<file path="config.mk">
export PLATFORM = sky130hd
export DESIGN_NAME = pipe_ctrl
export DESIGN_NICKNAME = d
export VERILOG_FILES = /design/src/rtl/pipe_ctrl_pkg.sv /design/src/rtl/pipe_ctrl_muldiv_timer.sv /design/src/rtl/pipe_ctrl.sv
export VERILOG_INCLUDE_DIRS = /design/src /design/src/rtl
export SDC_FILE = /design/constraint.sdc
export NUM_CORES = 1
export LEC_CHECK = 0
export BUFFER_PORTS_ARGS = -buffer_cell sky130_fd_sc_hd__buf_2
export CORE_ASPECT_RATIO = 1.75
export CORE_MARGIN = 4
export CORE_UTILIZATION = 46
export CTS_CLUSTER_SIZE = 25
export DETAILED_ROUTE_END_ITERATION = 8
export PLACE_DENSITY = 0.78
export REMOVE_ABC_BUFFERS = 1
export SLEW_MARGIN = 30
export SYNTH_ARGS = -nofsm -noshare
export SYNTH_HDL_FRONTEND = slang
export SYNTH_SLANG_ARGS = --single-unit
export TNS_END_PERCENT = 5
</file>
<file path="constraint.sdc">
create_clock -name clk -period 1.8 [get_ports clk]
set_input_delay 0.27 -clock clk [delete_from_list [all_inputs] [get_ports clk]]
set_output_delay 0.27 -clock clk [all_outputs]
set_load 0.05 [all_outputs]
</file>
<file path="src/rtl/global.svh">
// Core-wide common types shared by every block of the MIPS core.
`ifndef GLOBAL_SVH
`define GLOBAL_SVH

typedef logic [31:0] word_t;

`endif

</file>
<file path="src/rtl/pipe_ctrl_pkg.sv">
// Shared types and constants for the pipeline sequencing controller.
package pipe_ctrl_pkg;

    `include "global.svh"

    // Which stall source currently owns the pipeline, highest priority last.
    typedef enum logic [2:0] {
        SRC_NONE,
        SRC_FBUSY,
        SRC_LOADUSE,
        SRC_MULDIV,
        SRC_MBUSY,
        SRC_EXC
    } stall_src_t;

    // Mul/div occupancy FSM: RUN while E is free, MDWAIT while a mul/div holds E.
    typedef enum logic {
        RUN,
        MDWAIT
    } md_state_t;

    localparam int DEF_MULT_CYCLES = 4;
    localparam int DEF_DIV_CYCLES  = 32;
    localparam int DEF_CNT_W       = 6;

endpackage

</file>
<file path="src/rtl/pipe_ctrl_muldiv_timer.sv">
// Mul/div timer: counts the remaining E-stage occupancy of a multi-cycle
// mul/div and flags the last occupied cycle so E can advance on its edge.
module pipe_ctrl_muldiv_timer
    import pipe_ctrl_pkg::*;
#(
    parameter int MULT_CYCLES = DEF_MULT_CYCLES,
    parameter int DIV_CYCLES  = DEF_DIV_CYCLES,
    parameter int CNT_W       = DEF_CNT_W
) (
    input  logic clk,
    input  logic reset,
    input  logic i_start,
    input  logic i_is_div,
    input  logic i_hold,
    input  logic i_clear,
    output logic o_busy,
    output logic o_done
);

    localparam logic [CNT_W-1:0] MULT_LOAD = CNT_W'(MULT_CYCLES - 1);
    localparam logic [CNT_W-1:0] DIV_LOAD  = CNT_W'(DIV_CYCLES - 1);
    localparam logic [CNT_W-1:0] CNT_ONE   = CNT_W'(1);

    md_state_t        r_state;
    md_state_t        w_state_nxt;
    logic [CNT_W-1:0] r_count;
    logic [CNT_W-1:0] w_count_nxt;

    // State and counter registers; reset aborts any mul/div in flight.
    always_ff @(posedge clk or negedge reset) begin
        if (!reset) begin
            r_state <= RUN;
            r_count <= '0;
        end else begin
            r_state <= w_state_nxt;
            r_count <= w_count_nxt;
        end
    end

    // Next state: an exception clears everything, a memory stall freezes it.
    always_comb begin
        w_state_nxt = r_state;
        w_count_nxt = r_count;
        if (i_clear) begin
            w_state_nxt = RUN;
            w_count_nxt = '0;
        end else if (!i_hold) begin
            case (r_state)
                RUN: begin
                    if (i_start) begin
                        w_state_nxt = MDWAIT;
                        w_count_nxt = i_is_div ? DIV_LOAD : MULT_LOAD;
                    end
                end
                MDWAIT: begin
                    if (r_count == CNT_ONE) begin
                        w_state_nxt = RUN;
                        w_count_nxt = '0;
                    end else begin
                        w_count_nxt = r_count - CNT_ONE;
                    end
                end
                default: begin
                    w_state_nxt = RUN;
                    w_count_nxt = '0;
                end
            endcase
        end
    end

    assign o_busy = (r_state == MDWAIT);
    assign o_done = (r_state == MDWAIT) && (r_count == CNT_ONE);

endmodule

</file>
<file path="src/rtl/pipe_ctrl.sv">
// Pipeline sequencing controller: arbitrates the stall sources into per-stage
// enables/flushes and sequences branch and exception PC redirects.
module pipe_ctrl
    import pipe_ctrl_pkg::*;
#(
    parameter int MULT_CYCLES = DEF_MULT_CYCLES,
    parameter int DIV_CYCLES  = DEF_DIV_CYCLES,
    parameter int CNT_W       = DEF_CNT_W
) (
    input  logic  clk,
    input  logic  reset,
    input  logic  f_busy,
    input  logic  d_load_use,
    input  logic  e_muldiv_start,
    input  logic  e_is_div,
    input  logic  m_busy,
    input  logic  e_redirect,
    input  word_t e_target,
    input  logic  m_exception,
    input  word_t exc_vector,
    output logic  f_en,
    output logic  d_en,
    output logic  e_en,
    output logic  m_en,
    output logic  d_flush,
    output logic  e_flush,
    output logic  m_flush,
    output logic  redirect_valid,
    output word_t redirect_pc,
    output logic  muldiv_busy
);

    logic       w_md_busy;
    logic       w_md_done;
    logic       w_md_stall;
    stall_src_t w_src;
    logic       w_accept;
    logic       w_fire;
    logic       r_pend_valid;
    word_t      r_pend_pc;

    pipe_ctrl_muldiv_timer #(
        .MULT_CYCLES (MULT_CYCLES),
        .DIV_CYCLES  (DIV_CYCLES),
        .CNT_W       (CNT_W)
    ) u_muldiv_timer (
        .clk      (clk),
        .reset    (reset),
        .i_start  (e_muldiv_start),
        .i_is_div (e_is_div),
        .i_hold   (m_busy),
        .i_clear  (m_exception),
        .o_busy   (w_md_busy),
        .o_done   (w_md_done)
    );

    // The last occupied cycle releases E so the result leaves on that edge.
    assign w_md_stall = e_muldiv_start || (w_md_busy && !w_md_done);

    // Fixed-priority selection of the stall source that owns this cycle.
    always_comb begin
        w_src = SRC_NONE;
        if (m_exception) begin
            w_src = SRC_EXC;
        end else if (m_busy) begin
            w_src = SRC_MBUSY;
        end else if (w_md_stall) begin
            w_src = SRC_MULDIV;
        end else if (d_load_use) begin
            w_src = SRC_LOADUSE;
        end else if (f_busy) begin
            w_src = SRC_FBUSY;
        end
    end

    // A branch is taken only when E advances without a higher-priority flush;
    // a pending target is released only once the whole pipe is free to move.
    assign w_accept = e_redirect && ((w_src == SRC_NONE) || (w_src == SRC_FBUSY));
    assign w_fire   = r_pend_valid && (w_src == SRC_NONE);

    // Pending redirect: holds a branch target until the outstanding fetch ends.
    always_ff @(posedge clk or negedge reset) begin
        if (!reset) begin
            r_pend_valid <= 1'b0;
            r_pend_pc    <= '0;
        end else if (m_exception) begin
            r_pend_valid <= 1'b0;
        end else if (w_accept && f_busy) begin
            r_pend_valid <= 1'b1;
            r_pend_pc    <= e_target;
        end else if (w_fire) begin
            r_pend_valid <= 1'b0;
        end
    end

    // Enables, flushes and redirect outputs from the winning stall source.
    always_comb begin
        f_en           = 1'b1;
        d_en           = 1'b1;
        e_en           = 1'b1;
        m_en           = 1'b1;
        d_flush        = 1'b0;
        e_flush        = 1'b0;
        m_flush        = 1'b0;
        redirect_valid = 1'b0;
        redirect_pc    = '0;
        if (!reset) begin
            f_en    = 1'b0;
            d_en    = 1'b0;
            e_en    = 1'b0;
            m_en    = 1'b0;
            d_flush = 1'b1;
            e_flush = 1'b1;
            m_flush = 1'b1;
        end else begin
            case (w_src)
                SRC_EXC: begin
                    d_flush        = 1'b1;
                    e_flush        = 1'b1;
                    m_flush        = 1'b1;
                    redirect_valid = 1'b1;
                    redirect_pc    = exc_vector;
                end
                SRC_MBUSY: begin
                    f_en = 1'b0;
                    d_en = 1'b0;
                    e_en = 1'b0;
                    m_en = 1'b0;
                end
                SRC_MULDIV: begin
                    f_en    = 1'b0;
                    d_en    = 1'b0;
                    e_en    = 1'b0;
                    m_flush = 1'b1;
                end
                SRC_LOADUSE: begin
                    f_en    = 1'b0;
                    d_en    = 1'b0;
                    e_flush = 1'b1;
                end
                SRC_FBUSY: begin
                    f_en    = 1'b0;
                    d_flush = 1'b1;
                end
                default: begin
                end
            endcase
            if (w_accept) begin
                d_flush = 1'b1;
                if (!f_busy) begin
                    redirect_valid = 1'b1;
                    redirect_pc    = e_target;
                end
            end else if (w_fire) begin
                d_flush        = 1'b1;
                redirect_valid = 1'b1;
                redirect_pc    = r_pend_pc;
            end
        end
    end

    assign muldiv_busy = reset && (w_md_busy || e_muldiv_start);

endmodule

</file>
==> flow_summary.yaml, run 1 <==
global_routing:
  use_met3_pct: 2.91
  grt_max_degree: 44
  gr-total-overflow: 0
  grt_first_pass_wirelength_mm: 16.6
  grt.busiest_layer: "met2"
  grtUsageMet1_pct: 26.7
  grt.total_usage_pct: 25.1
  grt_pass1_vias: 3508
  gr-usage-met2_pct: 48.9
  antenna_found_initial: 0
worst_setup_path:
  crit_path_start_kind: "flip-flop"
  cp-end-kind: "output port"
  arrival_ps: 2110
  rrSetupSlack_ps: -150
  cp_data_required_time_ps: 1530
  crit_type: "flip-flop to output port"
  cp_max_fo: 7
outcome:
  violations: "negative setup slack"
  status: "finished, violations left"
detailed_routing:
  vias: 3469
  wl_mm: 10.4
  drt_pass1_iterations: 4
  wl_per_cell_um: 17.5
  drc_errors: 0
  via_per_inst: 5.87
  initialDrtViolationCount: 290
  postRouteAntennaNets: 0
timing:
  hold_violations: 0
  drv_slew: 0
  whs_ps: 5.39
  fin_tns_setup_ps: -23230
  period_needed_ps: 2380
  max_freq_mhz: 421
  fin_crit_sh_pct: 132
  relSlewSlack_pct: 61.4
  setup_viol: 71
  rsz0062_at_grt: "yes"
  finalWorstSetupSlack_ps: -577
  tightest_slew_ps: 574
  finClkSkew_ps: 5.43
floorplanning:
  fp.dieH_um: 117
  start_util_pct: 47.4
  fp.dieArea_mm2: 0.00823
  core-area_mm2: 0.00659
  num_rows: 39
  die_w_um: 70.3
  io_pins: 114
yosys:
  synthCells: 381
  synth.avg_cell_area_um2: 8.20
  ys_ff_latch: 40
  synthesis.area_mm2: 0.00313
  synth.distinct_cells: 36
  ys_seq_area_share_pct: 32.0
  ys.warnings.count: 0
clocking:
  cts_buffers: 5
  cts_tree: "done"
  h-tree-depth: 2
  clk_pin_slew_ps: 60
  root_buffer: "clkbuf_16"
  insertion_delay_ps: 280
  cts.sinks: 40
  clock_path_buffers: 2
power_and_ir_drop:
  p_int_uw: 2330
  clkPwrFrac_pct: 31.9
  power_switching_uw: 1040
  p_seq_share_pct: 34.8
  switching_share_pct: 30.8
  p_comb_share_pct: 33.3
  power.total_uw: 3370
  powerDensity_mw_per_mm2: 732
  p_leak_uw: 0.00218
  vdd_ir_drop_max_mv: 0.544
finish:
  area_delta_synth_final_pct: 47.3
  insertedDiodeCount: 0
  drive_above_1_share_pct: 45.2
  final_cell_mix: "buf_2, buf_4, nand2_1"
  final_cells: 591
  fin_nets: 583
  fill_cells: 487
  final_common_cell: "buf_2"
placement:
  numPortBuffers: 113
  dp_cells: 578
  hpwl_mm: 7.20
  dpl_worst_slack_ps: -371
  place_congestion: 0.913
flow_run:
  max_cap_viol_count: 0
worst_hold_path:
  min_path_type: "input pin to async pin"
-- metrics by stage --
step / utilization [%] / cell area [µm²]
6_report: 69.9 / 4600
5_1_grt: 69.9 / 4600
4_1_cts: 68.9 / 4540
3_5_place_dp: 61.1 / 4030
3_3_place_gp: 61.1 / 4030
2_1_floorplan: - / 2940
-- power groups by stage --
| stage | clock (µW) | sequential [µW] | combinational (µW) |
|---|---|---|---|
| after floorplan | 0 | 1150 | 619 |
| after global placement | 0 | 1160 | 976 |
| after detailed placement | 0 | 1170 | 1000 |
| after CTS | 1090 | 1170 | 1100 |
| after global routing | 1130 | 1190 | 1200 |
| final | 1080 | 1170 | 1120 |
-- Yosys cell counts, drive strengths merged --
library cell	number	area, µm²
clkbuf	29	109
nor2b	3	18.8
a22o	1	8.76
ha	2	25.0
o31ai	32	240
o21a	3	22.5
a211oi	3	22.5
o21ba	1	10.0
nand3	34	170
o21ai	7	35.0
nand2b	4	25.0
a31oi	32	200
buf	11	73.8
nand4	2	27.5
dfrtp	40	1000
a21oi	38	190
o32ai	1	8.76
inv	4	15.0
nor3	6	30.0
nand2	43	161
or2	2	12.5
nor3b	1	18.8
mux2	32	465
a21o	2	15.0
and2	2	12.5
nor2	39	146
o22ai	2	12.5
nor4b	1	15.0
or3	2	12.5
o311a	2	20.0
-- layout make-up --
| cell class | count | area, µm² | area share, % |
|---|---|---|---|
| Clock buffer | 7 | 153 | 3.32 |
| Timing Repair Buffer | 160 | 1200 | 26.1 |
| Multi-Input combinational cell | 297 | 2100 | 45.7 |
| Inverter | 4 | 15.0 | 0.326 |
| Sequential cell | 40 | 1000 | 21.7 |
| Clock inverter | 1 | 30.0 | 0.652 |
| Tap cell | 82 | 103 | 2.23 |
-- cell families (layout without fill, tap and decap cells) --
family / Yosys count / in the layout / synth area share [%]
buffers and inverters: 44 / 172 / 6.32
muxes: 32 / 32 / 14.9
adders and majority gates: 2 / 2 / 0.801
DFF: 40 / 40 / 32.0
AOI/OAI and AO/OA: 124 / 124 / 25.1
and+or+nand+nor: 139 / 139 / 20.8
-- timing repair --
item | CTS | global route
hold buffers | 1 | 0
pin swaps | 12 | 3
gates resized for setup | 76 | 20
endpoints found under the hold margin | 3 | 0
setup endpoints to repair | 72 | 72
cloned | 2 | 0
buffers inserted | 2 | 1
-- path summary, 6_finish.rpt --
check                                                      start  cells past startpoint                                end
min                                                        reset                      2          r_pend_pc[21]$_DFFE_PN0P_
max                        u_muldiv_timer.r_count[1]$_DFFE_PN0P_                      8                    redirect_pc[19]
max reg2reg                u_muldiv_timer.r_count[1]$_DFFE_PN0P_                      8          r_pend_pc[16]$_DFFE_PN0P_
max in group asynchronous                                  reset                      3  u_muldiv_timer.o_busy$_DFFE_PN0P_
min in group clk                                    e_target[24]                      2          r_pend_pc[24]$_DFFE_PN0P_
min reg2reg                            r_pend_pc[28]$_DFFE_PN0P_                      1          r_pend_pc[28]$_DFFE_PN0P_
-- flip-flops by register name, summed over array words and instances (netlist names) --
signal,count
r_pend_pc,32
u_muldiv_timer.r_count,6
r_pend_valid,1
u_muldiv_timer.o_busy,1
-- worst max-delay path, cell delays in order, from the launching register on --
cell and delay, ps:
dfrtp_1 380, inv_2 80, ha_4 120, nor4b_4 230, a21o_4 220, nand3_4 160
buf_8 200, a31oi_1 200, buf_4 230
-- per-layer routing --
layer	vias to the layer above	wire length, µm	share of wire [%]
met1	1680	3780	37
met2	106	5810	56
met3	27	447	4.3
met5	-	0	0
met4	0	313	3.0
li1	1656	-	-
(Power assumes the default switching activity.)
==> run 2, diff against run 1 <==
--- a/config.mk
+++ b/config.mk
@@ -9,10 +9,9 @@
 export BUFFER_PORTS_ARGS = -buffer_cell sky130_fd_sc_hd__buf_2
 export CORE_ASPECT_RATIO = 1.75
 export CORE_MARGIN = 4
-export CORE_UTILIZATION = 46
+export CORE_UTILIZATION = 30
 export CTS_CLUSTER_SIZE = 25
 export DETAILED_ROUTE_END_ITERATION = 8
-export PLACE_DENSITY = 0.78
 export REMOVE_ABC_BUFFERS = 1
 export SLEW_MARGIN = 30
 export SYNTH_ARGS = -nofsm -noshare
==> run 2 against run 1 <==
Against the previous run:
- the run still ends with negative setup slack left
- cell area grew 2.1%
- maximum frequency shrank 1.9%
- cell count grew 8.1%
- power shrank 6.4%
- count of clock-buffer cells in the layout shrank 1
- worst hold slack lost 4.7 ps
- sequential power is essentially flat
- sequential cell count is the same
- via count grew 1.0%
- critical path depth grew 1
- largest cell class unchanged
- largest power group unchanged
==> flow_summary.yaml, run 2 (synthesized netlist as in run 1, its figures left out) <==
outcome:
  status: "finished, violations left"
  violations: "negative setup slack"
global_routing:
  grt_pass1_vias: 3559
  gr-total-overflow: 0
  antenna_found_initial: 1
  grt.total_usage_pct: 17.9
  grt_max_degree: 50
  grt_first_pass_wirelength_mm: 17.7
clocking:
  clk_pin_slew_ps: 60
  cts_tree: "done"
  root_buffer: "clkbuf_16"
  h-tree-depth: 2
  cts_buffers: 5
  cts.sinks: 40
  clock_path_buffers: 2
  insertion_delay_ps: 280
floorplanning:
  fp.dieH_um: 143
  start_util_pct: 30.5
  num_rows: 49
  die_w_um: 85.2
  fp.dieArea_mm2: 0.0122
  core-area_mm2: 0.0102
  io_pins: 114
finish:
  final_cell_mix: "buf_2, buf_4, nand2_1"
  ff_latch_area_mm2: 0.00100
  final_common_cell: "buf_2"
  largest_reg_flops: 32
  multiInputGateArea_mm2: 0.00209
  drive_above_1_share_pct: 44.6
  reg_top3: "r_pend_pc: 32 flops, u_muldiv_timer.r_count: 6 flops"
  regMostFlops: "r_pend_pc"
  fin_nets: 586
  fill_cells: 1002
  area_delta_synth_final_pct: 50.4
detailed_routing:
  drt_pass1_iterations: 4
  postRouteAntennaNets: 0
  vias: 3505
  via_per_inst: 5.49
  initialDrtViolationCount: 146
  drc_errors: 0
  wl_mm: 11.0
  wl_per_cell_um: 17.3
timing:
  relSlewSlack_pct: 72.5
  period_needed_ps: 2420
  setup_viol: 72
  hold_violations: 0
  fin_tns_setup_ps: -31790
  whs_ps: 0.688
  drv_slew: 0
  rsz0062_at_grt: "yes"
  fin_crit_sh_pct: 135
  finalWorstSetupSlack_ps: -623
  max_freq_mhz: 413
  tightest_slew_ps: 412
  finClkSkew_ps: 6.54
flow_run:
  max_cap_viol_count: 0
power_and_ir_drop:
  p_leak_uw: 0.00220
  powerDensity_mw_per_mm2: 671
  vdd_ir_drop_max_mv: 0.432
  power.total_uw: 3150
worst_setup_path:
  cp_max_fo: 7
  cp-end-kind: "output port"
  crit_type: "flip-flop to output port"
  critPathSlowestCell: "dfrtp_1"
  max_stage_delay_ps: 390
  worst_r2r_path_depth: 9
  crit_path_start_kind: "flip-flop"
  path_cells: "inv_2, ha_4, nor4b_4, a21o_1, buf_6, buf_8, nand3_1, a31oi_1, buf_4"
  cp_data_required_time_ps: 1530
  arrival_ps: 2150
placement:
  hpwl_mm: 7.90
  numPortBuffers: 113
  dpl_worst_slack_ps: -470
  place_congestion: 0.863
worst_hold_path:
  min_path_type: "input pin to async pin"
-- run 2: metal layers --
metal	vias to the layer above	part of all wire [%]	wire length (µm)	global-route usage (%)
met3	28	3.4	379	1.91
li1	1658	-	-	-
met4	0	3.2	355	7.76
met5	-	0	0	0
met1	1709	39	4330	20.4
met2	110	54	5970	33.3
-- run 2: layout make-up --
class / count / area share [%]
tap: 127 / 3.38
sequential: 40 / 21.3
clock inverter: 1 / 0.106
clock buffer: 6 / 2.74
timing repair buffer: 163 / 27.5
inverter: 4 / 0.319
antenna: 1 / 0.0532
multi-input combinational: 297 / 44.6
-- run 2: per-stage QoR --
| stage | cell area (µm²) | util [%] | std cells |
|---|---|---|---|
| final | 4700 | 45.9 | 639 |
| after global routing | 4700 | 45.9 | 639 |
| after CTS | 4640 | 45.3 | 636 |
| after detailed placement | 4080 | 39.8 | 622 |
| after floorplan | 2940 | - | 341 |
| after global placement | 4080 | 39.8 | 622 |
-- run 2: power by group --
group,internal [µW],switching [µW]
logic,553,589
clock network,504,336
registers,1070,104
total,2120,1030
-- run 2: path summary, 6_finish.rpt --
| check | endpoint | slack (ps) | start |
|---|---|---|---|
| max reg2reg | r_pend_pc[16]$_DFFE_PN0P_ | -340 | u_muldiv_timer.r_count[1]$_DFFE_PN0P_ |
| min in group clk | r_pend_pc[8]$_DFFE_PN0P_ | 240 | e_target[8] |
| max | redirect_pc[9] | -620 | u_muldiv_timer.r_count[1]$_DFFE_PN0P_ |
| min reg2reg | r_pend_pc[27]$_DFFE_PN0P_ | 510 | r_pend_pc[27]$_DFFE_PN0P_ |
| max in group asynchronous | r_pend_pc[17]$_DFFE_PN0P_ | 880 | reset |
| min | r_pend_pc[4]$_DFFE_PN0P_ | 0.7 | reset |
-- run 2: repair_timing --
item | in CTS | in global routing
setup buffers | 2 | 1
endpoints found under the setup margin | 72 | 74
cloned | 2 | 1
endpoints found under the hold margin | 11 | 0
resized for setup | 94 | 8
pin swaps | 35 | 8
hold buffers | 3 | 0
-- run 2: critical path: cells and delay by family (launching register included) --
kind	cells	cell delay (ps)
AOI/OAI and AO/OA	2	420
adders and majority gates	1	130
buffers and inverters	4	620
DFF	1	390
and+or+nand+nor	2	310
